File: src/rtl/find_extreme.sv
// find_extreme: streaming extreme-value finder.
// Each accepted sample runs data_a/data_b through an 8-op functional unit.
// The block tracks the max or min result, the index of that result and the
// number of samples in the run.
// Optional macro FE_SUM_EN adds a running sum of the results on `sum`.
// When FE_SUM_EN is not defined, `sum` is tied to 0.
module find_extreme #(
    parameter int unsigned DATA_W = 8,
    parameter int unsigned CNT_W  = 8
) (
    input  logic                     clk,
    input  logic                     rst_n,
    input  logic                     start,
    input  logic                     abort,
    input  logic                     valid,
    input  logic                     one_left,
    input  logic [2:0]               instruction,
    input  logic                     mode_min,
    input  logic                     signed_cmp,
    input  logic [DATA_W-1:0]        data_a,
    input  logic [DATA_W-1:0]        data_b,
    output logic [DATA_W-1:0]        extreme,
    output logic [CNT_W-1:0]         ext_index,
    output logic [CNT_W-1:0]         count,
    output logic [DATA_W+CNT_W-1:0]  sum,
    output logic                     busy,
    output logic                     overflow,
    output logic                     finish
);

    localparam int unsigned SUM_W = DATA_W + CNT_W;
    localparam logic [CNT_W-1:0] CNT_MAX = '1;

    typedef enum logic [1:0] {
        S_IDLE = 2'd0,
        S_RUN  = 2'd1,
        S_LAST = 2'd2
    } state_e;

    state_e              state_q, state_d;
    logic [DATA_W-1:0]   extreme_q, extreme_d;
    logic [CNT_W-1:0]    ext_index_q, ext_index_d;
    logic [CNT_W-1:0]    count_q, count_d;
    logic                busy_q, busy_d;
    logic                overflow_q, overflow_d;
    logic                finish_q, finish_d;
    logic                mode_min_q, mode_min_d;
    logic                signed_q, signed_d;
    logic [DATA_W-1:0]   f_c;
    logic                better_c;
    logic                accept_c;
`ifdef FE_SUM_EN
    logic [SUM_W-1:0]    sum_q, sum_d;
`endif

    // Functional unit: combinational result, truncated to DATA_W
    always_comb begin
        f_c = '0;
        case (instruction)
            3'b000: f_c = data_a + data_b;
            3'b001: f_c = data_a + ~data_b;
            3'b010: f_c = data_a & data_b;
            3'b011: f_c = data_a | data_b;
            3'b100: f_c = data_a ^ data_b;
            3'b101: f_c = (data_a >> 1) + data_b;
            3'b110: f_c = {data_a[0], data_a[DATA_W-1:1]} + data_b;
            3'b111: f_c = {data_a[DATA_W-2:0], data_a[DATA_W-1]} + data_b;
            default: f_c = '0;
        endcase
    end

    // Strict improvement of f_c over the held extreme under latched mode/signedness
    always_comb begin
        better_c = 1'b0;
        if (signed_q) begin
            better_c = mode_min_q ? ($signed(f_c) < $signed(extreme_q))
                                  : ($signed(f_c) > $signed(extreme_q));
        end else begin
            better_c = mode_min_q ? (f_c < extreme_q) : (f_c > extreme_q);
        end
    end

    // Next-state and next-result logic; abort outranks every other control
    always_comb begin
        state_d     = state_q;
        extreme_d   = extreme_q;
        ext_index_d = ext_index_q;
        count_d     = count_q;
        overflow_d  = overflow_q;
        mode_min_d  = mode_min_q;
        signed_d    = signed_q;
        finish_d    = 1'b0;
        accept_c    = 1'b0;
`ifdef FE_SUM_EN
        sum_d       = sum_q;
`endif

        case (state_q)
            S_IDLE: begin
                if (!abort && start) begin
                    state_d     = S_RUN;
                    extreme_d   = '0;
                    ext_index_d = '0;
                    count_d     = '0;
                    overflow_d  = 1'b0;
                    mode_min_d  = mode_min;
                    signed_d    = signed_cmp;
`ifdef FE_SUM_EN
                    sum_d       = '0;
`endif
                end
            end
            S_RUN: begin
                if (abort) begin
                    state_d = S_IDLE;
                end else begin
                    accept_c = valid;
                    if (one_left) begin
                        state_d = S_LAST;
                    end
                end
            end
            S_LAST: begin
                if (abort) begin
                    state_d = S_IDLE;
                end else if (valid) begin
                    accept_c = 1'b1;
                    state_d  = S_IDLE;
                    finish_d = 1'b1;
                end
            end
            default: state_d = S_IDLE;
        endcase

        // Sample update; once saturated, count_q already equals the top index
        if (accept_c) begin
            if (count_q == '0) begin
                extreme_d   = f_c;
                ext_index_d = '0;
            end else if (better_c) begin
                extreme_d   = f_c;
                ext_index_d = count_q;
            end
            if (count_q == CNT_MAX) begin
                overflow_d = 1'b1;
            end else begin
                count_d = count_q + CNT_W'(1);
            end
`ifdef FE_SUM_EN
            sum_d = sum_q + {{CNT_W{signed_q & f_c[DATA_W-1]}}, f_c};
`endif
        end

        busy_d = (state_d != S_IDLE);
    end

    // State and result registers
    always_ff @(posedge clk or negedge rst_n) begin
        if (!rst_n) begin
            state_q     <= S_IDLE;
            extreme_q   <= '0;
            ext_index_q <= '0;
            count_q     <= '0;
            busy_q      <= 1'b0;
            overflow_q  <= 1'b0;
            finish_q    <= 1'b0;
            mode_min_q  <= 1'b0;
            signed_q    <= 1'b0;
`ifdef FE_SUM_EN
            sum_q       <= '0;
`endif
        end else begin
            state_q     <= state_d;
            extreme_q   <= extreme_d;
            ext_index_q <= ext_index_d;
            count_q     <= count_d;
            busy_q      <= busy_d;
            overflow_q  <= overflow_d;
            finish_q    <= finish_d;
            mode_min_q  <= mode_min_d;
            signed_q    <= signed_d;
`ifdef FE_SUM_EN
            sum_q       <= sum_d;
`endif
        end
    end

    assign extreme   = extreme_q;
    assign ext_index = ext_index_q;
    assign count     = count_q;
    assign busy      = busy_q;
    assign overflow  = overflow_q;
    assign finish    = finish_q;
`ifdef FE_SUM_EN
    assign sum       = sum_q;
`else
    assign sum       = '0;
`endif

endmodule

File: config.mk
export PLATFORM = sky130hd
export DESIGN_NAME = find_extreme
export DESIGN_NICKNAME = d
export VERILOG_FILES = /design/src/rtl/find_extreme.sv
export SDC_FILE = /design/constraint.sdc
export NUM_CORES = 1
export LEC_CHECK = 0
export CAP_MARGIN = 20
export CORE_MARGIN = 1.5
export CORE_UTILIZATION = 53
export DETAILED_ROUTE_END_ITERATION = 8
export GPL_ROUTABILITY_DRIVEN = 0
export PLACE_DENSITY = 0.88
export SYNTH_ARGS = -nofsm -noshare
export SYNTH_HDL_FRONTEND = slang
export SYNTH_SLANG_ARGS = --single-unit
File: constraint.sdc
create_clock -name clk -period 3.1 [get_ports clk]
set_input_delay 0.31 -clock clk [delete_from_list [all_inputs] [get_ports clk]]
set_output_delay 0.31 -clock clk [all_outputs]
set_load 0.01 [all_outputs]
==> impl_metrics.py <==
metrics = {
    "clock_network": {
        "cts.path.max_buffers": 2,
        "cts_tree": "done",
        "cts_sinks": 31,
        "cts_buffers": 5,
        "clk_pin_slew_ns": 0.06,
        "root_buffer": "clkbuf_8",
        "postCtsHoldBufs": 0,
        "clock_latency_ns": 0.29,
        "htreeDepth": 2,
    },
    "detailed_routing": {
        "drc": 0,
        "final_antenna_net_count": 0,
        "via_per_inst": 6.53,
        "dr.pass1.iters": 5,
        "finalWirelength_um": 12700,
        "vias": 4100,
        "first_iter_violations": 566,
        "wl_per_cell_um": 20.2,
    },
    "finish": {
        "final.fill_count": 368,
        "antenna_cells": 0,
        "nets": 624,
        "syn_to_final_growth_pct": 42.8,
        "drive_above_1_share_pct": 27.4,
        "utilization_pct": 77.8,
        "fin_cells": 628,
    },
    "worst_setup_path": {
        "critPathLaunch": "instruction[0]",
        "crit_path_frequent_cell": "buf_4",
        "r2r-start": "count[0]",
        "worstPathArrival_ns": 4.33,
        "cp-start-kind": "input pin",
        "path_class": "input pin to register",
        "crit_required_ns": 3.27,
        "cp_slowest_cell": "a32o_2",
        "crit_path_max_fanout": 8,
        "cpPeakStageDelay_ns": 0.32,
        "path_cells": "buf_8 -> buf_12 -> nand2_2 -> o211ai_1 -> a32o_2 -> ha_4 -> inv_2 -> fa_2 -> nor2b_2 -> o31a_1 -> o21ai_2 -> buf_4 -> nor4b_4 -> a211oi_2 -> ha_1 -> buf_4 -> nand4_1 -> buf_4 -> a211o_1 -> o311ai_4 -> o21ai_4 -> buf_6 -> buf_6 -> a32o_1",
        "end_kind": "register",
    },
    "timing": {
        "fmax_ghz": 0.240,
        "finalWorstSetupSlack_ns": -1.06,
        "finalSetupTns_ns": -16.28,
        "finalHoldViolCount": 0,
        "finalMaxSlewViolations": 0,
        "grt_setup_unrepaired": "true",
        "worstMarginPinSlew_ns": 0.715,
        "fin_skew_ns": 0.00553,
        "period_needed_ns": 4.16,
        "finalSetupViolCount": 16,
        "relSlewSlack_pct": 52.1,
        "min_period_over_period_pct": 134,
    },
    "grt": {
        "grtUsageMet1_pct": 42.0,
        "grt_start_max_net_pins": 32,
        "grt_pass1_vias": 3979,
        "busiest_layer": "met2",
        "antenna_found_initial": 0,
        "grt_pass1_wl_um": 19600,
        "grt_overflow": 0,
        "grt.total_usage_pct": 35.3,
        "grtUsageMet2_pct": 60.0,
        "grtUsageMet3_pct": 6.92,
    },
    "synthesis": {
        "synth_area_per_cell_um2": 8.17,
        "netlist_area_um2": 3440,
        "yosysSeqAreaShare_pct": 22.6,
        "yosysWarningCount": 0,
        "ys.flop_type": "dfrtp_1",
        "synth_seq_cells": 31,
        "syn_inst": 421,
        "synth_edf_count": 0,
        "postSynth.asyncResetShare_pct": 100,
        "ys_types": 69,
    },
    "power": {
        "irDropWorstVdd_v": 0.000371,
        "p_per_area_nw_per_um2": 489,
        "power.leakage_nw": 2.33,
    },
    "placement": {
        "placed_cells": 603,
        "dp_slack_ns": -1.60,
        "place.port_buffers": 53,
        "hpwl_um": 8010,
    },
    "floorplanning": {
        "num_io_pins": 70,
        "core_area_um2": 6310,
        "start_util_pct": 54.5,
        "num_rows": 29,
        "die-area_um2": 6980,
        "die_h_um": 83.5,
        "die_x_um": 83.5,
    },
    "flow_run": {
        "maxCapViolations": 0,
    },
    "hold_path": {
        "min_path_type": "input pin to async pin",
    },
    "run_status": {
        "violations": "negative setup slack",
        "run_status": "complete, but fails checks",
    },
}
## cell families (layout without fill, tap and decap cells)
group | count (synthesis) | in the layout | synth area share, %
AO/OA/AOI/OAI | 120 | 120 | 24.8
adder cells (fa/ha/maj) | 46 | 46 | 17.2
XOR/XNOR | 9 | 9 | 2.29
buffers and inverters | 80 | 195 | 10.9
other | 1 | 16 | 0.109
flip-flops | 31 | 31 | 22.6
multiplexers | 12 | 12 | 4.29
AND/OR/NAND/NOR | 122 | 122 | 17.8
## registers in the layout, indices dropped and copies added, names as in the netlist, 2 cells and up
register and flops:
count 8, ext_index 8, extreme 8, state_q 2
## area by class of cell
cell class / count / area [um2] / area share, %
timing repair buffer: 141 / 1240 / 25.4
tap: 77 / 96.3 / 1.96
clock buffer: 6 / 82.6 / 1.68
sequential: 31 / 776 / 15.8
multi-input combinational: 325 / 2530 / 51.5
inverter: 47 / 176 / 3.59
clock inverter: 1 / 5.00 / 0.102
## repair_timing
item | 4_1_cts | 5_1_grt
endpoints found under the setup margin | 16 | 16
gates cloned | 1 | 0
pin swaps | 26 | 18
setup buffers | 10 | 7
resized for setup | 55 | 19
## power by group
group,total (W),leakage (nW),internal [W],switching [W]
logic,0.00152,1.87,0.000726,0.000789
clock network,0.000325,0.0470,0.000174,0.000151
registers,0.000562,0.419,0.000489,0.0000734
## critical path, delay by kind of cell
| kind | cells | cell delay (ns) |
|---|---|---|
| simple gates | 4 | 0.61 |
| buf+inv | 8 | 1.05 |
| compound gates | 9 | 1.66 |
| fa+ha+maj | 3 | 0.70 |
## stage by stage
stage               hold WS (ns)  power [W]  instance area (um2)
floorplan                 0.0144    0.00134                 3550
global placement           0.461    0.00172                 4480
detailed placement         0.473    0.00180                 4480
CTS                        0.435    0.00224                 4800
global route               0.454    0.00251                 4910
finish                     0.423    0.00240                 4910
## path summary, 6_finish.rpt
check / slack [ns] / cells past startpoint / end
setup / recovery: -1.06 / 24 / ext_index[1]
max in group asynchronous: 2.38 / 2 / extreme[5]
hold reg to reg: 0.48 / 2 / overflow
hold / removal: 0.42 / 2 / state_q[0]
min in group clk: 0.48 / 2 / overflow
setup reg to reg: 0.52 / 7 / count[2]
## synth_stat cells (8+ instances only)
cell type | count | area, um2
a21oi_1 | 20 | 100
buf_4 | 16 | 120
clkbuf_1 | 8 | 30.0
dfrtp_1 | 31 | 776
ha_1 | 44 | 551
inv_1 | 46 | 173
mux2_2 | 8 | 90.1
nand2_1 | 34 | 128
nand2b_1 | 9 | 56.3
nor2_1 | 31 | 116
o211ai_1 | 12 | 90.1
o21ai_0 | 33 | 165
## layout by cell type, fill, tap and decap left out, types with 4 or more instances in the layout
| master | n |
|---|---|
| a21oi_1 | 20 |
| nor2_1 | 30 |
| nand2b_1 | 9 |
| clkdlybuf4s50_1 | 42 |
| nand3_1 | 7 |
| ha_1 | 39 |
| clkbuf_8 | 6 |
| ha_4 | 5 |
| a31oi_1 | 4 |
| conb_1 | 16 |
| inv_2 | 5 |
| o2bb2ai_1 | 6 |
| o21ai_0 | 27 |
| and2_1 | 7 |
| a32o_1 | 4 |
| nor3_1 | 5 |
| o21ai_2 | 6 |
| nand2_1 | 31 |
| buf_6 | 5 |
| or3_1 | 4 |
| and3_1 | 5 |
| dfrtp_1 | 31 |
| inv_1 | 41 |
| o211ai_1 | 12 |
| dlygate4sd2_1 | 4 |
| buf_4 | 80 |
| mux2_4 | 7 |
| xnor2_1 | 6 |
## layer usage
layer / part of all wire (%) / vias up
li1: - / 1722
met1: 35 / 1891
met2: 47 / 372
met3: 10 / 115
met4: 7.1 / 0
met5: 0 / -
Power figures use the tool's default switching activity.
